## src/rtl/fir_out_buffer.sv

```systemverilog
// fir_out_buffer
// Output stage behind the 3-tap FIR. It drops the first WARMUP accepted
// strobes after reset, which are the filter fill samples. Each later sample
// gets a rounding arithmetic right shift and is saturated to 8-bit signed.
// The {sat, data} result goes into a show-ahead FIFO that a valid/ready
// consumer drains. The FIR is never stalled: a sample that arrives while the
// FIFO is full and not popping is dropped and counted.
//
// Ports
//   clk        rising-edge clock
//   rst        asynchronous active-low reset
//   in_en      upstream strobe, y valid this cycle
//   y          16-bit signed FIR sample
//   shift      rounding right-shift amount 0..15
//   out_valid  FIFO head valid
//   out_ready  consumer accepts head this cycle
//   out_data   8-bit signed head sample (0 while empty)
//   out_sat    head sample was clamped
//   level      FIFO occupancy 0..DEPTH
//   ovf_cnt    dropped-sample count, saturating at 255
module fir_out_buffer #(
  parameter int DEPTH  = 4,
  parameter int WARMUP = 2
) (
  input  logic                     clk,
  input  logic                     rst,
  input  logic                     in_en,
  input  logic [15:0]              y,
  input  logic [3:0]               shift,
  output logic                     out_valid,
  input  logic                     out_ready,
  output logic [7:0]               out_data,
  output logic                     out_sat,
  output logic [$clog2(DEPTH):0]   level,
  output logic [7:0]               ovf_cnt
);

  localparam int AW = $clog2(DEPTH);
  localparam int LW = AW + 1;
  localparam int WW = (WARMUP < 1) ? 1 : $clog2(WARMUP + 1);
  localparam logic [WW-1:0] WU_DONE = WW'(WARMUP);
  localparam logic [LW-1:0] LVL_FULL = LW'(DEPTH);

  // Scale with round-half-toward-+inf and clamp to [-128, 127]; returns {sat, data}.
  // 17 bits hold the worst case 32767 + 16384 without overflow.
  function automatic logic [8:0] scale_sample(input logic [15:0] s, input logic [3:0] sh);
    logic signed [16:0] ext;
    logic signed [16:0] bias;
    logic signed [16:0] shifted;
    logic [8:0]         res;
    ext = {s[15], s};
    if (sh == 4'd0) begin
      bias = 17'sd0;
    end else begin
      bias = 17'sd1 <<< (sh - 4'd1);
    end
    shifted = (ext + bias) >>> sh;
    if (shifted > 17'sd127) begin
      res = {1'b1, 8'h7F};
    end else if (shifted < -17'sd128) begin
      res = {1'b1, 8'h80};
    end else begin
      res = {1'b0, shifted[7:0]};
    end
    return res;
  endfunction

  logic [WW-1:0] wu_q, wu_d;
  logic [AW-1:0] wr_ptr_q, wr_ptr_d;
  logic [AW-1:0] rd_ptr_q, rd_ptr_d;
  logic [LW-1:0] level_q, level_d;
  logic [7:0]    ovf_q, ovf_d;
  logic [8:0]    mem_q [DEPTH];

  logic       warm_done;
  logic       full;
  logic       pop;
  logic       push;
  logic       drop;
  logic [8:0] entry;
  logic [8:0] head;

  assign warm_done = (wu_q == WU_DONE);
  assign full      = (level_q == LVL_FULL);
  assign out_valid = (level_q != {LW{1'b0}});
  assign pop       = out_valid & out_ready;
  assign push      = in_en & warm_done & (~full | pop);
  assign drop      = in_en & warm_done & full & ~pop;
  assign entry     = scale_sample(y, shift);

  // Next-state for warmup counter, pointers, occupancy and drop counter.
  always_comb begin
    wu_d     = wu_q;
    wr_ptr_d = wr_ptr_q;
    rd_ptr_d = rd_ptr_q;
    level_d  = level_q;
    ovf_d    = ovf_q;

    if (in_en && !warm_done) begin
      wu_d = wu_q + WW'(1);
    end else begin
      wu_d = wu_q;
    end

    // DEPTH is a power of two, so pointer overflow is the modulo wrap.
    if (push) begin
      wr_ptr_d = wr_ptr_q + AW'(1);
    end else begin
      wr_ptr_d = wr_ptr_q;
    end

    if (pop) begin
      rd_ptr_d = rd_ptr_q + AW'(1);
    end else begin
      rd_ptr_d = rd_ptr_q;
    end

    case ({push, pop})
      2'b10:   level_d = level_q + LW'(1);
      2'b01:   level_d = level_q - LW'(1);
      default: level_d = level_q;
    endcase

    if (drop && (ovf_q != 8'hFF)) begin
      ovf_d = ovf_q + 8'd1;
    end else begin
      ovf_d = ovf_q;
    end
  end

  // Control state registers, cleared asynchronously.
  always_ff @(posedge clk or negedge rst) begin
    if (!rst) begin
      wu_q     <= {WW{1'b0}};
      wr_ptr_q <= {AW{1'b0}};
      rd_ptr_q <= {AW{1'b0}};
      level_q  <= {LW{1'b0}};
      ovf_q    <= 8'd0;
    end else begin
      wu_q     <= wu_d;
      wr_ptr_q <= wr_ptr_d;
      rd_ptr_q <= rd_ptr_d;
      level_q  <= level_d;
      ovf_q    <= ovf_d;
    end
  end

  // FIFO storage; contents are meaningless until written, so no reset.
  always_ff @(posedge clk) begin
    if (push) begin
      mem_q[wr_ptr_q] <= entry;
    end
  end

  // Mask the head while empty so stale or unwritten storage never reaches the pins.
  assign head     = out_valid ? mem_q[rd_ptr_q] : 9'd0;
  assign out_data = head[7:0];
  assign out_sat  = head[8];
  assign level    = level_q;
  assign ovf_cnt  = ovf_q;

endmodule
```

## config.mk

```make
export PLATFORM = sky130hd
export DESIGN_NAME = fir_out_buffer
export DESIGN_NICKNAME = d
export VERILOG_FILES = /design/src/rtl/fir_out_buffer.sv
export SDC_FILE = /design/constraint.sdc
export NUM_CORES = 1
export LEC_CHECK = 0
export CORE_MARGIN = 10
export CORE_UTILIZATION = 40
export CTS_BUF_LIST = sky130_fd_sc_hd__clkbuf_16
export CTS_CLUSTER_DIAMETER = 120
export DETAILED_ROUTE_END_ITERATION = 12
export SLEW_MARGIN = 20
export SYNTH_ARGS = -nofsm -noshare
export SYNTH_HDL_FRONTEND = slang
export SYNTH_SLANG_ARGS = --single-unit
```

## constraint.sdc

```tcl
create_clock -name clk -period 2.2 [get_ports clk]
set_clock_uncertainty 0.05 [all_clocks]
set_input_delay 0.44 -clock clk [delete_from_list [all_inputs] [get_ports clk]]
set_output_delay 0.44 -clock clk [all_outputs]
set_load 0.05 [all_outputs]
```

## After elaboration in Yosys (flattened, before gate mapping)

Memories as Yosys holds them, arrays and structs flattened.
Cells that the tools add are included.
W data, S select, Z words.

- Bits in registers: 17
- Memory bits (writable): 36
- Input bits: 24
- Output and inout port bits: 21
- Logic and storage cells: 44
- Memories kept: 1

- Add/subtract/negate cells: 8
- $lt $le $gt $ge: 2
- Eq/ne operators: 5
- Shifts and indexed selects: 2
- Mux-type cells: 7
- Bitwise logic cells: 8
- Reduce and logical (&&, ||, !) cells: 6

Memories:

| name | depth | bits a word | rd ports | clocked after memory_dff | wr ports | line | text |
|---|---|---|---|---|---|---|---|
| mem_q | 4 | 9 | 1 | 0 | 1 | 73 | `logic [8:0] mem_q [DEPTH];` |

Operators with widths:

| operator | count |
|---|---|
| $mux W9 | 3 |
| $add A16 B17 Y17 | 1 |
| $gt A17 B8 Y1 const B | 1 |
| $lt A17 B8 Y1 const B | 1 |
| $mux W17 | 1 |
| $sshl A2 B4 Y17 const A | 1 |
| $sshr A17 B4 Y17 | 1 |
| $add A8 B1 Y8 const B | 1 |
| $ne A8 B8 Y1 const B | 1 |
| $add A2 B1 Y2 const B | 3 |
| $pmux W3 S2 | 1 |
| $and A1 B1 Y1 | 5 |
| $eq A2 B2 Y1 const B | 2 |
| $logic_not A4 Y1 | 1 |
| $sub A4 B1 Y4 const B | 1 |
| $add A3 B1 Y3 const B | 1 |
| $eq A3 B3 Y1 const B | 1 |
| $reduce_bool A3 Y1 | 1 |
| $sub A3 B1 Y3 const B | 1 |
| $eq A2 B1 Y1 const B | 1 |
| $logic_and A1 B1 Y1 | 2 |
| $mux W1 | 2 |
| $not A1 Y1 | 2 |
| $reduce_bool A2 Y1 | 1 |
| other kinds (2) | 2 |

## Longest topological paths before layout

Gate-level depths: netlist of the first run.

- Depth after elaboration: 8
- Depth in mapped cells: 18
- Depth with buffers taken out: 16

## Worst setup path before layout of the first run

No wires, ideal clock.

- Path kind: input to register
- From: in shift[1]
- To: mem mem_q[0][6], data pin
- Library setup time: 0.270 ns
- Data arrival time: 4.308 ns
- Required time: 1.880 ns
- Slack: -2.427 ns
- Cell stages on the path: 18
- Path through: clkbuf_1 inv_1 buf_1 nand2_1 nor3_1 ha_1 inv_1 fa_1 nand2b_1 a21oi_4 o21ai_2 a21boi_0 and2b_1 mux4_2 nand3b_1 a222oi_1 a31o_4 a21oi_1

- Word-level cells in the longest chain between the ends: 8
- Elaborated cells on any way between the ends: 10
- Those cells by class: add/sub: 2; order compare: 2; shift: 2; mux: 3; reduce/logical: 1

RTL lines:

| item | line | text |
|---|---|---|
| from (decl) | 29 | `input logic [3:0] shift,` |
| $sub A4 B1 Y4 | 55 | `bias = 17'sd1 <<< (sh - 4'd1);` |
| $sshl A2 B4 Y17 | 55 |  |
| $mux W17 | 52 | `if (sh == 4'd0) begin` |
| $add A16 B17 Y17 | 57 | `shifted = (ext + bias) >>> sh;` |
| $sshr A17 B4 Y17 * | 57 |  |
| $lt A17 B8 Y1 | 60 | `end else if (shifted < -17'sd128) begin` |
| $mux W9 | 60 |  |
| $mux W9 * | 58 | `if (shifted > 17'sd127) begin` |
| named net entry[6] | 80 | `logic [8:0] entry;` |
| to (decl) | 73 |  |

Mark *: on every way through the listed nets, which the timed path passes. The rest lies on a longest branch.

## Worst setup path in the final report of the first run

- From: in shift[0]
- To: mem mem_q[3][8], data pin

The elaborated chain is that of the path after synthesis.

==> impl_metrics.csv, run 1 <==
group,metric,value,unit
power_and_ir_drop,power.leakage,2.65,nW
die,num_rows,37,
cells_and_area,area_delta_synth_final,52.3,%
timing,hold_viol_final,0,
power_and_ir_drop,switchingPower,2.04,mW
yosys,yosys-top-cells-area,"edfxtp_1 (26%), dfrtp_1 (10%), mux4_2 (7.0%)",
die,chipWidth,122,um
place,numPortBuffers,44,
global_routing,grt-ovfl-total,0,
yosys,seq_area_frac_synth,0.360,
power_and_ir_drop,powerDensity,809,mW/mm^2
critical_path,critPathArrivalTime,3850,ps
critical_path,cp_common_cell,"buf_4",
critical_path,worstPathRequired,2190,ps
drt,wire_per_inst,16.1,um
timing,worst_pin_slew,508,ps
critical_path,path_max_fanout,8,
yosys,synth-edff-count,36,
drt,drt_pass1_iterations,4,
clocking,clk_latency,290,ps
clocking,cts-root-buf,"clkbuf_16",
drt,dr_total_vias,3949,
global_routing,grt_pass1_wl,19.2,mm
yosys,synthFlopType,"edfxtp_1",
outcome,violations,"negative setup slack",
power_and_ir_drop,clkPwrFrac,0.170,
global_routing,first_global_vias,4062,
timing,rsz0062_at_grt,"true",
flow_run,drv_cap,0,
power_and_ir_drop,power_frac_seq,0.269,
yosys,ys_async_sr_fraction,0.321,
global_routing,grt_max_degree,18,
clocking,cts-htree-levels,2,
clocking,cts_num_sinks,53,
drt,viasPerCell,5.34,
power_and_ir_drop,p_int,3.11,mW
timing,fin_setup_tns,-52990,ps
timing,period_minus_slack,3860,ps
yosys,yosysUniqueCellTypes,65,
yosys,syn_area,0.00419,sq mm
yosys,synth_nets,485,
die,core,0.0103,sq mm
clocking,cts_made_buffers,5,
power_and_ir_drop,p_sw_frac,0.397,
yosys,ys_ff_latch,53,
clocking,clk_pin_slew,70,ps
timing,drv_slew,0,
clocking,cts_buffer_depth,2,
drt,antenna_left,0,
critical_path,path_class,"input port to flip-flop",
timing,max_clock_freq,259,MHz
drt,wirelength,11.9,mm
die,start_util,0.407,
timing,max_slew_margin,0.660,
yosys,avgSynthCellArea,9.58,sq um
critical_path,cp-start-kind,"input port",
power_and_ir_drop,peakVddDrop,0.732,mV
drt,drt_iter0_drc,223,
yosys,synth_top_area_frac,0.258,
place,dp_cells,701,
yosys,yosysWarnings,0,
cells_and_area,diodes,0,
die,die_h,122,um
die,io_pins,45,
cells_and_area,layoutNonFillerInstCount,739,
critical_path,end_kind,"flip-flop",
drt,post-route-drc-count,0,
place,hpwlAfterDp,8.87,mm
timing,worst_slack,-1660,ps
die,dieArea,0.0150,sq mm
timing,final.period_utilization,1.76,
cells_and_area,final-seq-area,0.00151,sq mm
clocking,cts_tree,"done",
cells_and_area,multiInputGateArea,0.00290,sq mm
critical_path,crit_slowest_cell,"o31a_4",
place,place_congestion,0.928,
critical_path,crit_path_cell_trace,"buf_6, buf_8, buf_4, nor2_4, nand2_2, inv_1, ha_1, a211oi_4, o211ai_2, buf_4, a31oi_4, mux2_4, nor2_4, mux4_2, buf_4, buf_4, mux2_2, nand4_1, o31a_4, nand2b_4",
cells_and_area,fin_util,0.620,
hold_path,min_path_type,"input port to async pin",
cells_and_area,fillers,832,
power_and_ir_drop,p_comb_frac,0.561,
yosys,netlist_instances,437,
cells_and_area,layout-drive-gt1-share,0.426,
global_routing,track_usage,0.157,
global_routing,antenna_found_initial,0,
critical_path,max_stage_delay,430,ps
clocking,hold_buffers,0,
critical_path,cpLargestDelayFamily,"compound AO/OA/AOI/OAI gates",
cells_and_area,nNetsFinal,650,
outcome,status,"finished with violations",
timing,setup_viol,36,
yosys,synth_area_leader_cell,"edfxtp_1",
critical_path,worst-path-buf-inv,7,
==> synth_stat cells (6+ instances only) <==
| cell | n |
|---|---|
| o21ai_0 | 22 |
| a31oi_1 | 6 |
| mux2i_1 | 11 |
| edfxtp_1 | 36 |
| xor2_1 | 8 |
| and2_1 | 8 |
| nor3_1 | 14 |
| nor2_1 | 44 |
| nand2b_1 | 6 |
| a21oi_1 | 35 |
| xnor2_1 | 18 |
| nor2b_1 | 13 |
| clkbuf_1 | 8 |
| nand2_1 | 41 |
| inv_1 | 18 |
| mux4_2 | 13 |
| dfrtp_1 | 17 |
| buf_1 | 7 |
| ha_1 | 22 |
==> cell families (layout without fill, tap and decap cells) <==
family	after synthesis	count (layout)	share of synthesized area
AO/OA/AOI/OAI	117	117	0.192
XOR/XNOR	26	26	0.0544
adder cells (fa/ha/maj)	24	24	0.0753
buffers and inverters	37	203	0.0350
flip-flops	53	53	0.360
multiplexers	30	30	0.113
other	1	1	0.000895
AND/OR/NAND/NOR	149	149	0.169
==> registers in the layout, indices dropped and copies added, names as in the netlist <==
register	cells
rd_ptr_q	2
level	3
wr_ptr_q	2
ovf_cnt	8
mem_q	36
wu_q	2
==> repair_timing <==
item                       4_1_cts  5_1_grt
pin swaps                       16       17
buffers inserted                22        9
setup endpoints to repair       36       46
cloned                           1        1
hold endpoints to repair         0        0
gates resized for setup         57       45
==> cell usage in the layout, fill, tap and decap left out, types with 4 or more instances in the layout <==
master,netlist,layout
o21ai_0,22,15
edfxtp_1,36,36
nor2_1,44,41
nor3_2,0,5
dfrtp_1,17,13
mux2_2,5,5
buf_6,0,15
nand4_1,5,5
clkbuf_16,0,6
buf_4,1,124
o22ai_1,5,5
dfrtp_2,0,4
inv_1,18,17
a21oi_1,35,24
nand3_1,5,5
mux4_2,13,13
clkdlybuf4s50_1,0,29
a21oi_4,1,5
nand2_1,41,33
nor3_1,14,8
o211ai_1,4,4
a31oi_1,6,5
nor2b_1,13,4
o21ai_2,3,5
o21ai_1,1,4
xnor2_1,18,18
xor2_1,8,8
nor2b_2,0,7
ha_1,22,18
mux2i_1,11,10
and2_1,8,8
a21oi_2,5,12
nand2_2,0,7
==> power groups by stage <==
stage | combinational [mW] | clock [mW] | sequential (mW)
2_1_floorplan | 1.62 | 0 | 1.49
3_3_place_gp | 2.55 | 0 | 1.38
3_5_place_dp | 2.59 | 0 | 1.39
4_1_cts | 2.68 | 0.886 | 1.37
5_1_grt | 3.10 | 0.924 | 1.40
6_report | 2.89 | 0.879 | 1.39
==> area by class of cell <==
cell class	count	area share
tap	136	0.0267
inverter	18	0.0118
sequential	53	0.237
multi-input combinational	347	0.454
timing repair buffer	177	0.244
clock buffer	5	0.0196
clock inverter	3	0.00667
==> metrics by stage <==
| stage | power, mW | setup WS, ps | hold slack, ps | cell area [sq um] |
|---|---|---|---|---|
| floorplan | 3.11 | -1840 | 94.4 | 4350 |
| global placement | 3.94 | -2410 | 410 | 5600 |
| detailed placement | 3.98 | -2460 | 418 | 5600 |
| CTS | 4.94 | -1620 | 433 | 6130 |
| global route | 5.42 | -1770 | 450 | 6380 |
| finish | 5.16 | -1660 | 430 | 6380 |
==> worst paths after layout <==
check,start,endpoint,slack [ps],cells past startpoint
setup / recovery,shift[0],mem_q[3][8]$_DFFE_PP_,-1660,20
hold / removal,rst,ovf_cnt[2]$_DFFE_PN0P_,430,2
setup reg to reg,wu_q[0]$_DFFE_PN0P_,mem_q[2][5]$_DFFE_PP_,190,5
hold reg to reg,wu_q[0]$_DFFE_PN0P_,wu_q[0]$_DFFE_PN0P_,430,1
max in group asynchronous,rst,level[1]$_DFFE_PN0P_,1460,2
min in group clk,wu_q[0]$_DFFE_PN0P_,wu_q[0]$_DFFE_PN0P_,430,1
==> routing by layer <==
metal,GRT usage,vias to the layer above,part of all wire
li1,-,1948,-
met1,0.170,1876,0.40
met2,0.294,93,0.52
met3,0.0197,32,0.039
met4,0.0803,0,0.039
met5,0,-,0
Note: power is estimated with default switching activity, not from simulation.
==> run 2: changes to the inputs <==
--- a/config.mk
+++ b/config.mk
@@ -5,7 +5,7 @@
 export SDC_FILE = /design/constraint.sdc
 export NUM_CORES = 1
 export LEC_CHECK = 0
-export CORE_MARGIN = 10
+export CORE_MARGIN = 5
 export CORE_UTILIZATION = 40
 export CTS_BUF_LIST = sky130_fd_sc_hd__clkbuf_16
 export CTS_CLUSTER_DIAMETER = 120
==> run 2 against run 1 <==
Net effect:
- the flow still finishes with violations (negative setup slack)
- combinational power increased by 4%
- die area decreased by 16%
- global-route usage increased by 2.0 points
- clock power decreased by 13%
- critical endpoint is now mem_q[0][2]$_DFFE_PP_
- utilization increased by 0.75 points
- final area increased by 1.2%
- sequential power about the same
- critical path depth decreased by 2
- sequential cell count unchanged
==> impl_metrics.csv, run 2 (synthesis results as in run 1) <==
group,metric,value,unit
outcome,status,"finished with violations",
outcome,violations,"negative setup slack",
global_routing,first_global_vias,3954,
cells_and_area,largest_register,"mem_q",
power_and_ir_drop,peakVddDrop,0.775,mV
critical_path,worstPathRequired,2270,ps
critical_path,reg2reg_slack,240,ps
place,place_congestion,0.920,
drt,viasPerCell,5.24,
die,num_rows,37,
cells_and_area,area_delta_synth_final,54.1,%
clocking,cts_num_sinks,53,
cells_and_area,final-seq-area,0.00151,sq mm
cells_and_area,final_cell_mix,"buf_4 (125), nor2_1 (38), edfxtp_1 (36)",
cells_and_area,final_common_cell,"buf_4",
drt,wirelength,11.5,mm
critical_path,crit_path_cell_trace,"buf_6, buf_12, nor3_4, ha_2, inv_2, fa_2, nand2b_4, a21oi_4, buf_6, o21ai_4, o21ai_2, xnor2_1, mux4_2, a222oi_1, nand4_1, o31a_4, buf_4, a21oi_4",
hold_path,min_path_type,"input port to async pin",
critical_path,reg2reg_depth,5,
clocking,cts-htree-levels,2,
global_routing,track_usage,0.178,
clocking,cts_made_buffers,5,
drt,drt_iter0_drc,157,
critical_path,critPathArrivalTime,3860,ps
critical_path,max_stage_delay,480,ps
clocking,clk_latency,280,ps
die,chipWidth,112,um
power_and_ir_drop,power,5.15,mW
cells_and_area,fin_util,0.628,
drt,antenna_left,0,
cells_and_area,fillers,843,
cells_and_area,layout-drive-gt1-share,0.431,
timing,worst_pin_slew,497,ps
critical_path,cp-start-kind,"input port",
global_routing,grt-ovfl-total,0,
die,die_h,112,um
cells_and_area,diodes,0,
cells_and_area,layoutNonFillerInstCount,744,
die,core,0.0103,sq mm
global_routing,grt_max_degree,18,
die,dieArea,0.0126,sq mm
clocking,cts_buffer_depth,2,
timing,fin_setup_tns,-52000,ps
timing,drv_slew,0,
critical_path,path_max_fanout,8,
power_and_ir_drop,power.leakage,2.70,nW
timing,final.period_utilization,1.72,
flow_run,drv_cap,0,
global_routing,grt_pass1_wl,18.6,mm
critical_path,crit_slowest_cell,"mux4_2",
critical_path,path_class,"input port to flip-flop",
critical_path,timing.rr.start,"wu_q[0]$_DFFE_PN0P_",
cells_and_area,largest_reg_flops,36,
die,io_pins,45,
timing,worst_slack,-1590,ps
critical_path,cpLargestDelayFamily,"compound AO/OA/AOI/OAI gates",
power_and_ir_drop,powerDensity,798,mW/mm^2
critical_path,worst-path-buf-inv,5,
global_routing,antenna_found_initial,0,
place,pre_cts_ws,-2490,ps
timing,max_slew_margin,0.668,
timing,hold_viol_final,0,
timing,period_minus_slack,3790,ps
clocking,hold_buffers,0,
timing,setup_viol,36,
clocking,cts-root-buf,"clkbuf_16",
place,dp_cells,702,
clocking,cts_tree,"done",
critical_path,r2r-end,"mem_q[2][4]$_DFFE_PP_",
timing,rsz0062_at_grt,"true",
place,hpwlAfterDp,8.68,mm
cells_and_area,nNetsFinal,655,
clocking,clk_pin_slew,70,ps
timing,max_clock_freq,264,MHz
drt,post-route-drc-count,0,
drt,dr_total_vias,3896,
drt,wire_per_inst,15.5,um
die,start_util,0.407,
drt,drt_pass1_iterations,4,
critical_path,end_kind,"flip-flop",
cells_and_area,multiInputGateArea,0.00295,sq mm
place,numPortBuffers,44,
## run 2: changes by cell type in the layout (fill, tap and decap cells not counted), moves of 3 or more
cell,change
a21oi_2,-6
nor2b_4,+4
a21oi_4,+4
nor3_2,-3
nor2b_2,-5
buf_6,+3
ha_4,+3
nor2_2,+4
ha_1,-3
nand2_4,+3
nor2_1,-3
## run 2: worst max-delay path by stage
stage / startpoint / cells after the start / slack, ps / to
floorplan: shift[1] / 18 / -1840 / mem_q[0][0]$_DFFE_PP_
global placement: shift[3] / 15 / -2520 / mem_q[0][3]$_DFFE_PP_
detailed placement: shift[0] / 15 / -2490 / mem_q[1][3]$_DFFE_PP_
CTS: shift[1] / 18 / -1650 / mem_q[3][8]$_DFFE_PP_
global route: shift[2] / 17 / -1760 / mem_q[0][3]$_DFFE_PP_
finish: shift[2] / 18 / -1590 / mem_q[0][2]$_DFFE_PP_
## run 2: report_power, final
part,switching [mW],internal (mW)
sequential,0.118,1.26
combinational,1.61,1.40
clock,0.337,0.424
total,2.07,3.08
## run 2: metal layers
metal / up-vias / GRT usage / wire length, um
met4: 0 / 0.0585 / 275
met3: 20 / 0.0189 / 340
li1: 1958 / - / -
met1: 1837 / 0.216 / 4810
met5: - / 0 / 0
met2: 81 / 0.326 / 6070
## run 2: cell type report
| cell class | count | area share |
|---|---|---|
| inverters | 18 | 0.0116 |
| clock buffers | 5 | 0.0194 |
| flip-flops and latches | 53 | 0.234 |
| well taps | 136 | 0.0264 |
| clock inverters | 3 | 0.00330 |
| repair buffers | 182 | 0.249 |
| multi-input cells | 347 | 0.456 |
## run 2: repair_timing
action	CTS	global route
setup endpoints to repair	44	49
buffers inserted	17	17
cloned	0	1
pin swaps	28	30
gates resized for setup	58	67
## run 2: through the flow
step | cell area, sq um | hold slack (ps)
floorplan | 4350 | 94.4
global placement | 5570 | 412
detailed placement | 5570 | 415
CTS | 6020 | 427
global route | 6450 | 448
finish | 6450 | 427
==> run 3: changes to the inputs <==
--- a/config.mk
+++ b/config.mk
@@ -5,6 +5,7 @@
 export SDC_FILE = /design/constraint.sdc
 export NUM_CORES = 1
 export LEC_CHECK = 0
+export ABC_AREA = 1
 export CORE_MARGIN = 5
 export CORE_UTILIZATION = 40
 export CTS_BUF_LIST = sky130_fd_sc_hd__clkbuf_16
==> constraint.sdc (replaced) <==
create_clock -name clk -period 2.2 [get_ports clk]
set_clock_uncertainty 0.05 [all_clocks]
set_input_delay 0.33 -clock clk [delete_from_list [all_inputs] [get_ports clk]]
set_output_delay 0.33 -clock clk [all_outputs]
set_load 0.05 [all_outputs]
==> run 3 against run 2 <==
Net effect:
- the flow still finishes with violations (negative setup slack)
- critical path type unchanged
- highest routed layer unchanged
- final area decreased by 3.2%
- first-iteration DRC count increased by 21%
- critical path depth rose by 7
==> impl_metrics.csv, run 3 <==
group,metric,value,unit
outcome,status,"finished with violations",
outcome,violations,"negative setup slack",
drt,post-route-drc-count,0,
place,dpl-instance-area,0.00567,sq mm
timing,drv_slew,0,
drt,drt_iter0_drc,190,
timing,period_minus_slack,3060,ps
flow_run,drv_cap,0,
cells_and_area,fin_area,0.00625,sq mm
die,chipWidth,115,um
timing,worst_slack,-864,ps
cells_and_area,largest_register,"mem_q",
drt,drt_pass1_iterations,6,
die,start_util,0.408,
power_and_ir_drop,powerDensity,818,mW/mm^2
global_routing,first_global_vias,4405,
place,numPortBuffers,44,
power_and_ir_drop,power.leakage,3.03,nW
yosys,yosysWarnings,0,
clocking,clk_pin_slew,70,ps
timing,rsz0062_at_grt,"true",
critical_path,cp-start-kind,"input port",
cells_and_area,final_cell_mix,"nand2_1 (140), buf_4 (100), inv_1 (73)",
critical_path,reg2reg_slack,330,ps
yosys,yosysUniqueCellTypes,39,
hold_path,min_path_type,"input port to async pin",
cells_and_area,nNetsFinal,809,
clocking,cts_num_sinks,53,
drt,antenna_left,0,
die,num_rows,38,
place,dp_cells,878,
timing,setup_viol,32,
critical_path,max_stage_delay,300,ps
critical_path,path_class,"input port to flip-flop",
die,die_h,115,um
timing,worst_pin_slew,508,ps
drt,wire_per_inst,12.8,um
cells_and_area,final-seq-area,0.00151,sq mm
global_routing,grt_pass1_wl,19.7,mm
cells_and_area,fin_util,0.579,
yosys,yosys-top-cells-area,"edfxtp_1 (25%), nand2_1 (15%), dfrtp_1 (9.7%)",
drt,dr_total_vias,4366,
die,core,0.0108,sq mm
timing,hold_viol_final,0,
global_routing,grt-ovfl-total,0,
cells_and_area,largest_reg_flops,36,
yosys,seq_area_frac_synth,0.342,
critical_path,cpLargestDelayFamily,"simple AND/OR/NAND/NOR gates",
clocking,cts_buffer_depth,2,
cells_and_area,layout-drive-gt1-share,0.325,
timing,max_clock_freq,326,MHz
critical_path,critical_path_depth,25,
global_routing,track_usage,0.183,
clocking,cts_made_buffers,5,
cells_and_area,diodes,0,
yosys,synth_nets,680,
critical_path,end_kind,"flip-flop",
place,hpwlAfterDp,9.20,mm
yosys,ys_async_sr_fraction,0.321,
critical_path,crit_slowest_cell,"ha_1",
cells_and_area,multiInputGateArea,0.00294,sq mm
yosys,synth-edff-count,36,
timing,max_slew_margin,0.660,
critical_path,worstPathRequired,2190,ps
timing,final.period_utilization,1.39,
yosys,avgSynthCellArea,6.96,sq um
cells_and_area,final_common_cell,"nand2_1",
clocking,cts-root-buf,"clkbuf_16",
clocking,cts-htree-levels,2,
cells_and_area,layoutNonFillerInstCount,902,
critical_path,r2r-end,"ovf_cnt[7]$_DFFE_PN0P_",
critical_path,reg2reg_depth,8,
yosys,synth_top_area_frac,0.246,
critical_path,worst-path-buf-inv,5,
critical_path,timing.rr.start,"level[1]$_DFFE_PN0P_",
yosys,netlist_instances,632,
cells_and_area,area_delta_synth_final,42.1,%
cells_and_area,fillers,976,
die,dieArea,0.0132,sq mm
place,place_congestion,0.939,
clocking,clk_latency,290,ps
global_routing,antenna_found_initial,0,
yosys,syn_area,0.00440,sq mm
clocking,cts_tree,"done",
die,io_pins,45,
yosys,ys_top_cells_by_count,"nand2_1 (171), inv_1 (83), nor2_1 (81), nand3_1 (78), edfxtp_1 (36)",
critical_path,path_max_fanout,8,
timing,fin_setup_tns,-27320,ps
global_routing,grt_max_degree,21,
yosys,synthFlopType,"edfxtp_1",
yosys,synth_most_common_cell,"nand2_1",
drt,viasPerCell,4.84,
yosys,synth_area_leader_cell,"edfxtp_1",
power_and_ir_drop,peakVddDrop,1.14,mV
critical_path,cp_common_cell,"nand2_1",
drt,wirelength,11.6,mm
critical_path,critPathArrivalTime,3050,ps
yosys,ys_ff_latch,53,
==> run 3: cell count changes after synthesis, sizes merged, moves of 7 or more <==
| cell | change |
|---|---|
| nor3 | -13 |
| a21oi | -20 |
| nor2b | -13 |
| xnor2 | -13 |
| nand2 | +147 |
| mux4 | -13 |
| mux2i | -10 |
| inv | +69 |
| a31oi | -7 |
| nand3 | +80 |
| nor2 | +40 |
==> run 3: per-layer routing <==
metal	track usage	part of all wire	up-vias
li1	-	-	2284
met1	0.215	0.43	2012
met2	0.355	0.53	60
met3	0.0205	0.032	10
met4	0.0383	0.010	0
met5	0	0	-
==> run 3: worst max-delay path by stage <==
stage	end	startpoint	slack (ps)
after floorplan	mem_q[0][8]$_DFFE_PP_	shift[0]	-890
after global placement	mem_q[1][8]$_DFFE_PP_	shift[0]	-1580
after detailed placement	mem_q[2][2]$_DFFE_PP_	shift[0]	-1650
after CTS	mem_q[3][1]$_DFFE_PP_	shift[0]	-860
after global routing	mem_q[3][1]$_DFFE_PP_	shift[1]	-1110
final	mem_q[3][1]$_DFFE_PP_	shift[1]	-860
==> run 3: area by class of cell <==
class / count / area share
Multi-Input combinational cell: 474 / 0.470
Tap cell: 140 / 0.0280
Clock inverter: 3 / 0.00340
Clock buffer: 5 / 0.0200
Sequential cell: 53 / 0.242
Inverter: 90 / 0.0575
Timing Repair Buffer: 137 / 0.180
==> run 3: cell families after synthesis <==
family	after synthesis	share of synthesized area
AOI/OAI and AO/OA	59	0.0757
muxes	1	0.00228
other	1	0.000852
and+or+nand+nor	370	0.377
xor gates and xnor gates	19	0.0378
adders and majority gates	24	0.0717
DFF	53	0.342
buffers and inverters	105	0.0922
==> run 3: through the flow <==
step / total power [mW] / hold WS (ps) / setup WS [ps]
after floorplan: 3.39 / -15.6 / -890
after global placement: 4.19 / 426 / -1580
after detailed placement: 4.26 / 434 / -1650
after CTS: 5.12 / 311 / -861
after global routing: 5.45 / 335 / -1110
final: 5.11 / 301 / -864
==> run 3: repair_timing <==
action | CTS | global route
buffers inserted | 14 | 3
setup endpoints to repair | 36 | 39
hold buffers | 0 | 0
pin swaps | 28 | 22
endpoints found under the hold margin | 0 | 0
resized for setup | 74 | 36
==> run 3: power breakdown <==
group | total (mW) | switching (mW) | internal (mW)
clock | 0.755 | 0.332 | 0.423
combinational | 3.00 | 1.92 | 1.08
sequential | 1.36 | 0.103 | 1.26
total | 5.11 | 2.35 | 2.76
